File: config.mk
export PLATFORM = sky130hd
export DESIGN_NAME = hazard_pipe_ctrl
export DESIGN_NICKNAME = d
export VERILOG_FILES = /design/src/rtl/mips_pkg.sv /design/src/rtl/pipe_reg.sv /design/src/rtl/hazard_pipe_ctrl.sv
export SDC_FILE = /design/constraint.sdc
export NUM_CORES = 1
export LEC_CHECK = 0
export ABC_CLOCK_PERIOD_IN_PS = 2000
export CORE_MARGIN = 1
export CORE_UTILIZATION = 44
export DETAILED_ROUTE_END_ITERATION = 10
export PLACE_DENSITY = 0.79
export RECOVER_POWER = 25
export SLEW_MARGIN = 10
export SYNTH_ARGS = -nofsm -noshare
export SYNTH_HDL_FRONTEND = slang
export SYNTH_SLANG_ARGS = --single-unit
File: constraint.sdc
create_clock -name clk -period 2 [get_ports clk]
set_input_delay 0.2 -clock clk [delete_from_list [all_inputs] [get_ports clk]]
set_output_delay 0.2 -clock clk [all_outputs]
set_load 0.01 [all_outputs]
File: src/rtl/mips_pkg.sv
// rtl/mips_pkg.sv - shared control-bundle types, forward selects and ALU op codes
package mips_pkg;

    localparam logic [2:0] ALU_AND = 3'b000;
    localparam logic [2:0] ALU_OR  = 3'b001;
    localparam logic [2:0] ALU_ADD = 3'b010;
    localparam logic [2:0] ALU_SUB = 3'b110;
    localparam logic [2:0] ALU_SLT = 3'b111;

    typedef enum logic [1:0] {
        FWD_RF = 2'b00,
        FWD_W  = 2'b01,
        FWD_M  = 2'b10
    } fwd_sel_e;

    typedef struct packed {
        logic       reg_write;
        logic       mem_to_reg;
        logic       mem_write;
        logic       alu_src;
        logic       reg_dst;
        logic [2:0] alu_control;
    } ctrl_e_t;

    typedef struct packed {
        logic reg_write;
        logic mem_to_reg;
        logic mem_write;
    } ctrl_m_t;

    typedef struct packed {
        logic reg_write;
        logic mem_to_reg;
    } ctrl_w_t;

endpackage

File: src/rtl/pipe_reg.sv
// rtl/pipe_reg.sv - pipeline register with synchronous reset and synchronous clear
// Ports: clk, reset (sync, active-high), clear_i (sync bubble insert),
//        d_i [W-1:0] next contents, q_o [W-1:0] registered contents.
module pipe_reg #(
    parameter int W = 8
) (
    input  logic         clk,
    input  logic         reset,
    input  logic         clear_i,
    input  logic [W-1:0] d_i,
    output logic [W-1:0] q_o
);

    logic [W-1:0] q_q;

    always_ff @(posedge clk) begin
        if (reset || clear_i) begin
            q_q <= '0;
        end else begin
            q_q <= d_i;
        end
    end

    assign q_o = q_q;

endmodule

File: src/rtl/hazard_pipe_ctrl.sv
// rtl/hazard_pipe_ctrl.sv - control carrier D->E->M->W plus forwarding/stall/flush unit
// Ports: clk, reset (sync, active-high); D-stage controls, pcSrcD and rsD/rtD/rdD in;
//        E/M/W control bundles, rsE/rtE/rdE, writeReg{E,M,W} out;
//        forwardAE/BE (2b), forwardAD/BD, stallF, stallD, flushE, flushD out.
module hazard_pipe_ctrl
    import mips_pkg::*;
#(
    parameter int RW = 5
) (
    input  logic          clk,
    input  logic          reset,
    input  logic          regWriteD,
    input  logic          memToRegD,
    input  logic          memWriteD,
    input  logic          aluSrcD,
    input  logic          regDstD,
    input  logic          branchD,
    input  logic          jumpD,
    input  logic [2:0]    aluControlD,
    input  logic          pcSrcD,
    input  logic [RW-1:0] rsD,
    input  logic [RW-1:0] rtD,
    input  logic [RW-1:0] rdD,
    output logic          regWriteE,
    output logic          memToRegE,
    output logic          memWriteE,
    output logic          aluSrcE,
    output logic          regDstE,
    output logic [2:0]    aluControlE,
    output logic [RW-1:0] rsE,
    output logic [RW-1:0] rtE,
    output logic [RW-1:0] rdE,
    output logic [RW-1:0] writeRegE,
    output logic [RW-1:0] writeRegM,
    output logic [RW-1:0] writeRegW,
    output logic          regWriteM,
    output logic          memToRegM,
    output logic          memWriteM,
    output logic          regWriteW,
    output logic          memToRegW,
    output logic [1:0]    forwardAE,
    output logic [1:0]    forwardBE,
    output logic          forwardAD,
    output logic          forwardBD,
    output logic          stallF,
    output logic          stallD,
    output logic          flushE,
    output logic          flushD
);

    localparam int EW = $bits(ctrl_e_t) + 3 * RW;
    localparam int MW = $bits(ctrl_m_t) + RW;
    localparam int WW = $bits(ctrl_w_t) + RW;

    ctrl_e_t ctrl_d;
    ctrl_e_t ctrl_e_q;
    ctrl_m_t ctrl_m_q;
    ctrl_w_t ctrl_w_q;
    logic [EW-1:0] e_q;
    logic [MW-1:0] m_q;
    logic [WW-1:0] w_q;
    logic lwstall;
    logic branchstall;

    assign ctrl_d = '{reg_write: regWriteD, mem_to_reg: memToRegD, mem_write: memWriteD,
                      alu_src: aluSrcD, reg_dst: regDstD, alu_control: aluControlD};

    // E is the only stage that takes bubbles; M and W are free-running.
    pipe_reg #(.W(EW)) u_e_reg (
        .clk(clk), .reset(reset), .clear_i(flushE),
        .d_i({ctrl_d, rsD, rtD, rdD}), .q_o(e_q)
    );
    pipe_reg #(.W(MW)) u_m_reg (
        .clk(clk), .reset(reset), .clear_i(1'b0),
        .d_i({ctrl_e_q.reg_write, ctrl_e_q.mem_to_reg, ctrl_e_q.mem_write, writeRegE}),
        .q_o(m_q)
    );
    pipe_reg #(.W(WW)) u_w_reg (
        .clk(clk), .reset(reset), .clear_i(1'b0),
        .d_i({ctrl_m_q.reg_write, ctrl_m_q.mem_to_reg, writeRegM}),
        .q_o(w_q)
    );

    assign {ctrl_e_q, rsE, rtE, rdE} = e_q;
    assign {ctrl_m_q, writeRegM}     = m_q;
    assign {ctrl_w_q, writeRegW}     = w_q;

    assign regWriteE   = ctrl_e_q.reg_write;
    assign memToRegE   = ctrl_e_q.mem_to_reg;
    assign memWriteE   = ctrl_e_q.mem_write;
    assign aluSrcE     = ctrl_e_q.alu_src;
    assign regDstE     = ctrl_e_q.reg_dst;
    assign aluControlE = ctrl_e_q.alu_control;
    assign regWriteM   = ctrl_m_q.reg_write;
    assign memToRegM   = ctrl_m_q.mem_to_reg;
    assign memWriteM   = ctrl_m_q.mem_write;
    assign regWriteW   = ctrl_w_q.reg_write;
    assign memToRegW   = ctrl_w_q.mem_to_reg;

    assign writeRegE = ctrl_e_q.reg_dst ? rdE : rtE;

    always_comb begin
        forwardAE = FWD_RF;
        if (rsE != '0 && regWriteM && rsE == writeRegM) begin
            forwardAE = FWD_M;
        end else if (rsE != '0 && regWriteW && rsE == writeRegW) begin
            forwardAE = FWD_W;
        end

        forwardBE = FWD_RF;
        if (rtE != '0 && regWriteM && rtE == writeRegM) begin
            forwardBE = FWD_M;
        end else if (rtE != '0 && regWriteW && rtE == writeRegW) begin
            forwardBE = FWD_W;
        end

        forwardAD = (rsD != '0) && regWriteM && (rsD == writeRegM);
        forwardBD = (rtD != '0) && regWriteM && (rtD == writeRegM);

        // Deliberately no $0 exemption on the load-use check: a spare stall is harmless.
        lwstall = memToRegE && (rtE == rsD || rtE == rtD);
        branchstall = branchD &&
            ((regWriteE && (writeRegE == rsD || writeRegE == rtD)) ||
             (memToRegM && (writeRegM == rsD || writeRegM == rtD)));

        stallF = lwstall || branchstall;
        stallD = lwstall || branchstall;
        flushE = lwstall || branchstall;
        // A stalled branch is re-evaluated next cycle, so its redirect must not flush D yet.
        flushD = (pcSrcD || jumpD) && !(lwstall || branchstall);
    end

endmodule
Word-level counts from Yosys, hierarchy flattened

Index checks and enable logic that the tools add are counted.

Flip-flop bits (word level): 38
Word-level logic and storage cells: 49

Eq/ne operators: 12
Mux-type cells: 5
Reductions and logical operators: 29

Operator list:

| operator          | count |
|---|---|
| $eq 5x5->1        | 12 |
| $reduce_bool 5->1 | 4 |
| $logic_and 1x1->1 | 17 |
| $logic_or 1x1->1  | 7 |
| $mux 5            | 1 |
| $mux 2            | 2 |
| $mux 1            | 2 |
| $logic_not 1->1   | 1 |

Depth between registers and ports, before layout

Depth in word-level cells: 9
Depth in mapped cells: 7
Gate-level depth less buffers: 5

By module

From an unflattened synthesis, not the netlist that was laid out.

Cell total of the unflattened synthesis: 191
Area total of the unflattened synthesis: 2,094.5 um^2

By module, submodules not included:

| module              | instances | cells an instance | area each (um^2) | sequential area each (um^2) |
|---|---|---|---|---|
| hazard_pipe_ctrl    | 1         | 109               | 840.8            | 0.0 |
| pipe_reg at u_e_reg | 1         | 50                | 778.2            | 460.4 |
| pipe_reg at u_m_reg | 1         | 18                | 282.8            | 160.2 |
| pipe_reg at u_w_reg | 1         | 14                | 192.7            | 140.1 |

Worst setup path after synthesis

No wires, ideal clock.

Path kind: register to output
From: reg u_e_reg.q_q[18] (netlist: u_e_reg.q_o[18])
To: out stallD
Data arrival time: 1.812 ns
Required time: 1.800 ns
Slack: -0.012 ns
Cell stages (with the launch flop): 8
Cells stage by stage: dfxtp_1 -> buf_6 -> mux2i_2 -> xor2_1 -> nand4_1 -> o22ai_4 -> or2_1 -> buf_4

Word-level cells in the longest chain between the ends: 7
Elaborated cells on any way between the ends: 8
Those cells by class: 2 x eq/ne; 1 x mux; 5 x reduce/logical

Ends and longest elaborated chain:

| what                   | RTL line                | RTL |
|---|---|---|
| from (decl)            | pipe_reg.sv:14          | `logic [W-1:0] q_q;` |
| from (signal assigned) | pipe_reg.sv:20          | `q_q <= d_i;` |
| $mux 5 (*)             | hazard_pipe_ctrl.sv:100 | `assign writeRegE = ctrl_e_q.reg_dst ? rdE : rtE;` |
| $eq 5x5->1             | hazard_pipe_ctrl.sv:123 | `((regWriteE && (writeRegE == rsD \|\| writeRegE == rtD)) \|\|` |
| $logic_or 1x1->1 (*)   | hazard_pipe_ctrl.sv:123 |  |
| $logic_and 1x1->1 (*)  | hazard_pipe_ctrl.sv:123 |  |
| $logic_or 1x1->1 (*)   | hazard_pipe_ctrl.sv:123 |  |
| $logic_and 1x1->1 (*)  | hazard_pipe_ctrl.sv:122 | `branchstall = branchD &&` |
| $logic_or 1x1->1 (*)   | -                       |  |
| to (decl)              | hazard_pipe_ctrl.sv:46  | `output logic stallD,` |

Every way passes the cells marked *; elsewhere a longest branch is shown, timed or not.

Worst setup path in the final report

From: reg u_e_reg.q_q[18] (netlist: u_e_reg.q_o[18])
To: out stallD

Word-level cells in the longest chain between the ends: 7
Elaborated cells on any way between the ends: 8
Those cells by class: 2 x eq/ne; 1 x mux; 5 x reduce/logical

Ends and longest elaborated chain:

| what                  | RTL line                | RTL |
|---|---|---|
| $mux 5 (*)            | hazard_pipe_ctrl.sv:100 |  |
| $eq 5x5->1            | hazard_pipe_ctrl.sv:123 |  |
| $logic_or 1x1->1 (*)  | hazard_pipe_ctrl.sv:123 |  |
| $logic_and 1x1->1 (*) | hazard_pipe_ctrl.sv:123 |  |
| $logic_or 1x1->1 (*)  | hazard_pipe_ctrl.sv:123 |  |
| $logic_and 1x1->1 (*) | hazard_pipe_ctrl.sv:122 |  |
| $logic_or 1x1->1 (*)  | hazard_pipe_ctrl.sv:127 | `stallD = lwstall \|\| branchstall;` |

Marked as above.

==> qor.yml <==
synth_compound_area_frac: 0.0215
internal_power_mw: 1.67
holdPathStages: 2
yosys_warnings: 0
final_nets: 361
worst-path-max-fanout: 3
slew_viol_final: 31
violations: "design-rule violations, max-capacitance violations, max-slew violations, negative setup slack"
drive_gt1_frac: 0.383
max_freq_ghz: 0.440
cp.required_ns: 1.80
relSlewSlack: -0.217
swShare: 0.253
grt-ovfl-total: 0
clock-sinks: 38
synth_top_area_frac: 0.364
clk_pin_slew_worst_paths_ns: 0.08
stdcell_count: 386
drt_iter0_drc: 57
synth_top_family_by_area: "simple AND/OR/NAND/NOR gates"
setup_viol_count_final: 5
worst-setup-path-type: "reg -> out"
ctsHoldBuffers: 0
min_period_ns: 2.27
core.rowCount: 24
p_comb_frac: 0.262
seqPwrFrac: 0.380
tightest_slew_ns: 1.83
rsz0062_at_grt: "yes"
p_switching_mw: 0.565
worstPathArrival_ns: 2.07
pwr-share-clk: 0.357
synth_fp_nets: 236
grt_max_degree: 31
synthFlopType: "dfxtp_1"
netlist_area_sq_um: 2090
route.detailed.drc: 12
ys_seq_area_frac: 0.364
synth_fa_ha_area_frac: 0
place_congestion: 0.932
synth_cells: 208
min_from: "rtD[2]"
hpwl_um: 4500
die_w_um: 70.9
ant_nets: 0
port_buffers: 80
synth_xor_area_frac: 0.209
design.core.area_sq_um: 4470
leakage_nw: 1.53
wl_per_cell_um: 16.4
grt_pass1_vias: 2036
ys_types: 30
fp.dieArea_sq_um: 5030
ys_ff_latch: 38
yosysTopAreaCell: "dfxtp_1"
via_per_inst: 5.08
peakVddDrop_v: 0.000591
reg2reg_to: "u_e_reg.q_o[14]$_SDFF_PP0_"
power-per-cell-area_nw_per_um2: 621
cp-end-kind: "output port"
tritoncts: "done"
antenna_found_initial: 0
wl_um: 6350
dpl.cell_count: 371
synthArstFlopShare: 0
hold_violations: 0
cts_buffer_depth: 2
p_total_mw: 2.23
n_antenna_cell: 0
first_pass_iters: 7
die_h_um: 70.9
synth_simple_gate_area_frac: 0.272
vias: 1961
synth.area.mux_share: 0.0311
grt_pass1_wl_um: 10000
htreeDepth: 2
syn_to_final_growth_pct: 72.1
outcome: "finished, violations left"
r2r_slack_ns: 0.06
clkLatencyLatePin_ns: 0.29
min_to: "u_e_reg.q_o[7]$_SDFF_PP0_"
final.setup_skew_ns: 0.00542
pin_count: 81
drv_cap: 1
globalRouteTotalUtil: 0.261
initial_core_util: 0.467
synth_area_per_cell_sq_um: 10.1
min_path_type: "in -> reg"
ys_top_cells_by_area: "dfxtp_1 (36%), xor2_1 (13%), xnor2_1 (8.4%), nor4_2 (7.8%), nor4b_2 (4.3%)"
synth_edf_count: 0
crit_path_start_kind: "flip-flop"
cts_buffers: 5
rr_worst_depth: 8
fin_crit_sh: 1.14
r2r_start: "u_e_reg.q_o[5]$_SDFF_PP0_"
cts-root-buf: "clkbuf_8"
setup_slack_ns: -0.274
[metal layers]
metal / wire length [um] / vias up / track usage
li1: - / 947 / -
met5: 0 / - / 0
met4: 105 / 0 / 0.0867
met1: 2510 / 935 / 0.292
met3: 316 / 10 / 0.0726
met2: 3420 / 69 / 0.476
[critical path, stage by stage (launching register included)]
cell	delay [ns]
dfxtp_4	0.38
buf_6	0.13
mux2i_4	0.29
xor2_1	0.18
nand4_1	0.16
o22ai_4	0.22
or2_4	0.17
buf_6	0.09
buf_6	0.08
buf_6	0.09
[layout by cell type, fill, tap and decap left out, drive strengths merged, types with 2 or more instances in the layout]
| cell type | synthesis | routed |
|---|---|---|
| dlygate4sd3 | 0 | 6 |
| clkbuf | 3 | 10 |
| mux2i | 5 | 5 |
| nor3 | 3 | 3 |
| nor2b | 10 | 10 |
| nand2 | 3 | 3 |
| xor2 | 30 | 30 |
| xnor2 | 20 | 20 |
| nand4 | 7 | 7 |
| nor4b | 10 | 10 |
| or4 | 4 | 4 |
| dfxtp | 38 | 38 |
| inv | 18 | 18 |
| nor4 | 19 | 19 |
| buf | 18 | 64 |
| dlygate4sd2 | 0 | 10 |
| nand3 | 5 | 5 |
| clkdlybuf4s50 | 0 | 53 |
| nor2 | 10 | 10 |
| dlymetal6s2s | 0 | 2 |
| bufinv | 0 | 2 |
[synthesized netlist by cell type, types with 2 or more instances]
library cell / instances
nor4_1: 6
buf_4: 4
mux2i_2: 4
nor4_2: 13
xnor2_1: 20
xor2_1: 30
nor3_1: 2
nor4b_1: 4
clkbuf_1: 3
inv_1: 18
buf_12: 2
nand3_1: 5
dfxtp_1: 38
buf_2: 10
nand4_1: 6
or4_1: 4
nor2_1: 10
nor4b_2: 6
nand2_1: 3
nor2b_1: 10
[worst max-delay path by stage]
| stage | startpoint | end | slack [ns] | depth (start not counted) |
|---|---|---|---|---|
| 6_report | u_e_reg.q_o[18]$_SDFF_PP0_ | stallD | -0.27 | 9 |
| 2_1_floorplan | u_e_reg.q_o[18]$_SDFF_PP0_ | stallD | 0.01 | 7 |
| 3_3_place_gp | rsD[4] | flushD | -0.38 | 8 |
| 3_5_place_dp | rsD[4] | flushD | -0.46 | 8 |
| 5_1_grt | u_e_reg.q_o[18]$_SDFF_PP0_ | stallD | -0.38 | 9 |
| 4_1_cts | u_e_reg.q_o[18]$_SDFF_PP0_ | stallD | -0.32 | 9 |
[per-stage QoR]
stage | utilization | instance area [sq um] | setup slack (ns) | setup TNS (ns) | hold WS, ns
3_3_place_gp | 0.716 | 3210 | -0.383 | -5.94 | 0.454
6_report | 0.804 | 3600 | -0.274 | -0.918 | 0.325
4_1_cts | 0.778 | 3480 | -0.322 | -1.15 | 0.378
3_5_place_dp | 0.716 | 3210 | -0.460 | -7.48 | 0.462
2_1_floorplan | - | 2090 | 0.0142 | 0 | 0.335
5_1_grt | 0.804 | 3600 | -0.380 | -1.80 | 0.324
[power groups by stage]
stage | Combinational (mW) | Sequential (mW) | Clock, mW
detailed placement | 0.522 | 0.860 | 0
global placement | 0.513 | 0.859 | 0
CTS | 0.559 | 0.848 | 0.808
finish | 0.585 | 0.850 | 0.798
global route | 0.624 | 0.854 | 0.842
floorplan | 0.230 | 0.862 | 0
[state kept, by name, summed over array words and instances, names as in the netlist]
signal       cells
u_e_reg.q_o     23
u_m_reg.q_o      8
u_w_reg.q_o      7
[kinds of logic (layout without fill, tap and decap cells)]
logic type      Yosys count  count (layout)
buf+inv                  39             165
simple gates             72              72
xor+xnor                 50              50
compound gates            4               4
flops                    38              38
mux                       5               5
[cell type report]
type                       instances  area (sq um)
fill                             290           877
sequential                        38           790
multi-input combinational        131          1290
inverter                          18          67.6
timing repair buffer             139          1250
clock buffer                       6          82.6
tap                               52          65.1
clock inverter                     2          60.1
[what timing repair did]
| item | in CTS | in global routing |
|---|---|---|
| pin swaps | 6 | 13 |
| resized for setup | 67 | 35 |
| buffers inserted | 7 | 2 |
| endpoints found under the setup margin | 30 | 31 |
(Power assumes the default switching activity.)
